File: src/rtl/fetch_sequencer.sv
// fetch_sequencer: request/wait/execute instruction-fetch controller with imem watchdog.
// Owns the PC register stall so the PC advances exactly once per retired instruction.
module fetch_sequencer #(
    parameter int          ADDR_WIDTH     = 32,
    parameter int          TIMEOUT_CYCLES = 16,
    parameter int          CNT_WIDTH      = 32,
    parameter logic [31:0] NOP_INSTR      = 32'h0000_0013
) (
    input  logic                  clk,
    input  logic                  reset,
    input  logic [ADDR_WIDTH-3:0] pc_in,
    input  logic                  core_busy,
    input  logic                  imem_ack,
    input  logic [31:0]           imem_rdata,
    output logic                  imem_req,
    output logic [ADDR_WIDTH-1:0] imem_addr,
    output logic [31:0]           instr,
    output logic                  instr_valid,
    output logic                  stall,
    output logic                  timeout_err,
    output logic [CNT_WIDTH-1:0]  fetch_count
);
    typedef enum logic [1:0] {IDLE, FETCH, EXEC, ERROR} state_t;

    localparam logic [7:0] WD_LAST = 8'(TIMEOUT_CYCLES - 1);

    state_t               state_q, state_d;
    logic [7:0]           wd_q, wd_d;
    logic [31:0]          instr_q, instr_d;
    logic [CNT_WIDTH-1:0] cnt_q, cnt_d;

    always_ff @(posedge clk) begin
        if (reset) begin
            state_q <= IDLE;
            wd_q    <= '0;
            instr_q <= NOP_INSTR;
            cnt_q   <= '0;
        end else begin
            state_q <= state_d;
            wd_q    <= wd_d;
            instr_q <= instr_d;
            cnt_q   <= cnt_d;
        end
    end

    // An ack on the threshold cycle is checked first, so it beats the timeout.
    always_comb begin
        state_d = state_q;
        wd_d    = wd_q;
        instr_d = instr_q;
        cnt_d   = cnt_q;
        case (state_q)
            IDLE:  state_d = FETCH;
            FETCH: begin
                if (imem_ack) begin
                    instr_d = imem_rdata;
                    wd_d    = '0;
                    state_d = EXEC;
                end else if (wd_q == WD_LAST) begin
                    state_d = ERROR;
                end else begin
                    wd_d = wd_q + 8'd1;
                end
            end
            EXEC: begin
                if (!core_busy) begin
                    cnt_d   = cnt_q + CNT_WIDTH'(1);
                    state_d = FETCH;
                end
            end
            ERROR: ;
        endcase
    end

    assign imem_req    = state_q == FETCH;
    assign imem_addr   = {pc_in, 2'b00};
    assign instr       = instr_q;
    assign instr_valid = state_q == EXEC;
    assign stall       = ~(state_q == EXEC && !core_busy);
    assign timeout_err = state_q == ERROR;
    assign fetch_count = cnt_q;
endmodule
File: config.mk
export PLATFORM = sky130hd
export DESIGN_NAME = fetch_sequencer
export DESIGN_NICKNAME = d
export VERILOG_FILES = /design/src/rtl/fetch_sequencer.sv
export SDC_FILE = /design/constraint.sdc
export NUM_CORES = 1
export LEC_CHECK = 0
export BUFFER_PORTS_ARGS = -buffer_cell sky130_fd_sc_hd__buf_2
export CAP_MARGIN = 20
export CORE_MARGIN = 2
export CORE_UTILIZATION = 45
export CTS_BUF_LIST = sky130_fd_sc_hd__clkbuf_8 sky130_fd_sc_hd__clkbuf_16
export DETAILED_ROUTE_END_ITERATION = 8
export PLACE_DENSITY_LB_ADDON = 0.12
export SLEW_MARGIN = 20
export SYNTH_ARGS = -nofsm -noshare
export SYNTH_HDL_FRONTEND = slang
export SYNTH_SLANG_ARGS = --single-unit
File: constraint.sdc
create_clock -name clk -period 4.2 [get_ports clk]
set_clock_uncertainty 0.1 [all_clocks]
set_input_delay 0.84 -clock clk [delete_from_list [all_inputs] [get_ports clk]]
set_output_delay 0.84 -clock clk [all_outputs]
set_load 0.01 [all_outputs]
==> key figures <==
Outcome
  – Status: complete, no violations

CTS
  – CTS buffer count: 9
  – Clock Tree Buf Depth: 2
  – Post-CTS setup buffers: 0
  – H-tree lvl count: 3
  – Skew-Pair Late Insertion Delay: 0.34 ns
  – CTS root buffer: clkbuf_8
  – CTS resizes: 0
  – CTS sink count: 74
  – Clock transition at path regs: 0.08 ns
  – CTS tree: built
  – Hold_buf cts: 0

Synth
  – Register area share after synthesis: 44.0%
  – Main flop type after synthesis: dfxtp_1
  – Yosys cell types: 39
  – Ys Warns: 0
  – Syn Std Cell Area: 3370 um^2
  – Synth Register Bits: 74
  – Syn Inst Count: 413
  – Asr flop ratio synth: 0%
  – Dominant cell type by area after synthesis: dfxtp_1
  – EDFF count, synth: 0
  – Largest cells by area after synthesis: dfxtp_1, nand2_1, a21oi_1, buf_4, or4_1
  – Syn_area_per_cell: 8.15 um^2
  – Top cell type's share of synthesized area: 44.0%

Timing
  – Minimum clock period: 2.82 ns
  – Final hold vios: 0
  – Final setup violation count: 0
  – Max-slew headroom: 35.4%
  – Max-slew violation count: 0
  – Worst-margin pin slew: 0.970 ns
  – Final setup TNS: 0 ns
  – Fmax: 354 MHz
  – RSZ-0062 raised after global routing: false
  – Final period util: 67.2%

Critical path
  – FF-to-FF Start: state_q[0]
  – Cell repeated most along the worst path: or4_1
  – Buf/Inv on CP: 2
  – Worst Setup Path Type: in2reg
  – Slowest CP cell: or4_1
  – Cells along the critical path: buf_2 > nor3b_4 > inv_2 > or4_1 > or4_1 > a21oi_1
  – Crit-path max cell delay: 0.79 ns
  – Crit path max-delay family: simple AND/OR/NAND/NOR gates
  – Crit. End Element: register
  – Worst Path Max Fanout: 18
  – Worst setup SP type: primary input
  – Worst setup path startpoint: core_busy
  – Worst EP arrival: 2.99 ns
  – Critical Path RT: 4.36 ns

Worst hold path
  – HP Start: instr[2]
  – Hold WC Path Type: reg2reg

Detailed routing
  – Detail Route Antenna Nets: 0
  – Vias: 3,037
  – DR iter-0 viols: 135
  – Vias per inst: 5.22
  – Final WL: 7520 um
  – First-pass iteration count of the detailed router: 4
  – DR DRC count: 0
  – Drt wl/cell: 12.9 um

Flow run
  – Max Cap Violations: 0

Cells and area
  – Nets@finish: 546
  – Filler-free cell count of the finished design: 582
  – Area Overhead vs Synth: 17.6%
  – Layout cell share with drive strength beyond 1: 27.1%
  – Ant diodes: 0

Global routing
  – Antenna violations before repair: 0
  – Tot GR Track Use: 18.7%
  – Global-route wire length before repair: 12,800 um
  – Largest net degree at the start of global routing: 56
  – Gr ovfl total: 0
  – Vias in the first global route: 2,735

Place
  – Dpl hpwl: 5160 um
  – PortBufs: 103
  – Placed instance count: 566
  – Final RePlAce weighted congestion: 0.787

Die
  – Die X: 90.5 um
  – Core Box Area: 7250 um^2
  – Initial core utilization: 46.4%
  – Die ar.: 8190 um^2
  – Num rows: 31
  – Chip height: 90.5 um
  – IO Pins: 166

Power and ir drop
  – VDD IR-drop max: 0.209 mV
  – P_leak: 0.00162 uW
  – PD cells: 385 nW/um^2
==> through the flow <==
stage | power (uW) | hold WS [ns] | cell area (um^2) | util, % | setup slack (ns)
2_1_floorplan | 844 | 0.366 | 3370 | - | 1.49
3_3_place_gp | 861 | 0.339 | 3700 | 51.0 | 1.10
3_5_place_dp | 863 | 0.343 | 3700 | 51.1 | 1.03
4_1_cts | 1540 | 0.356 | 3960 | 54.5 | 1.39
5_1_grt | 1590 | 0.371 | 3960 | 54.6 | 1.24
6_report | 1520 | 0.351 | 3960 | 54.6 | 1.38
==> sequential cells by signal (all words and copies together), names as in the netlist <==
signal and count:
fetch_count 32, instr 32, wd_q 8, state_q 2
==> power by group <==
part	switching, uW	leakage, uW	total (uW)	internal (uW)
Sequential	11.5	0.000600	732	720
Combinational	69.0	0.000897	113	43.9
Clock	266	0.000119	678	412
==> metal layers <==
layer / wire (um) / share of wire, % / vias up / global-route usage (%)
met5: 0 / 0 / - / 0
met4: 91 / 1.2 / 0 / 7.18
met3: 460 / 6.1 / 12 / 5.93
li1: - / - / 1544 / -
met1: 3460 / 46 / 1395 / 23.5
met2: 3510 / 47 / 86 / 29.9
==> synth_stat cells, types with 6 or more instances <==
cell type,number
a21oi_1,50
nor3_1,8
nor2_1,16
o21ai_0,7
or4_1,15
dfxtp_1,74
clkbuf_1,16
nand2_1,85
and4_1,6
nor2b_1,6
buf_4,32
nand4_1,8
nand3_1,14
or3_1,8
inv_1,7
o31ai_1,13
==> logic make-up (layout without fill, tap and decap cells) <==
kind of cell	after synthesis	count (layout)	share of synthesized area (%)
other	1	2	0.111
multiplexers	5	5	1.67
flip-flops	74	74	44.0
adder cells (fa/ha/maj)	2	2	0.743
AND/OR/NAND/NOR	180	180	26.6
AO/OA/AOI/OAI	83	83	14.3
buffers and inverters	59	128	10.2
XOR/XNOR	9	9	2.34
==> cell usage in the layout (no fill, tap or decap), drive strengths merged, types with 10 or more instances in the layout <==
| cell type | synthesis | routed |
|---|---|---|
| or4 | 15 | 15 |
| nand3 | 14 | 14 |
| a21oi | 50 | 50 |
| nor2 | 16 | 16 |
| buf | 35 | 104 |
| clkbuf | 16 | 10 |
| dfxtp | 74 | 74 |
| o31ai | 13 | 13 |
| nand2 | 85 | 85 |
==> worst reg2reg max path, cell delays in order, from the launching register on <==
cell and delay (ns):
dfxtp_1 0.37, nor3b_4 0.42, inv_2 0.11, or4_1 0.79
or4_1 0.59, a21oi_1 0.14
==> final timing paths <==
check | endpoint | slack, ns | depth (start not counted)
max | fetch_count[14] | 1.38 | 6
min | instr[2] | 0.35 | 2
max reg2reg | fetch_count[14] | 1.60 | 5
min reg2reg | instr[2] | 0.35 | 2
==> layout make-up <==
cell class                 count  area (um^2)
fill                         721         3300
multi-input combinational    281         1550
sequential                    74         1480
timing repair buffer         104          523
clock buffer                  10          138
tap                           99          124
clock inverter                 6          114
inverter                       8         30.0
No activity file was read; power rests on OpenSTA's default activity.
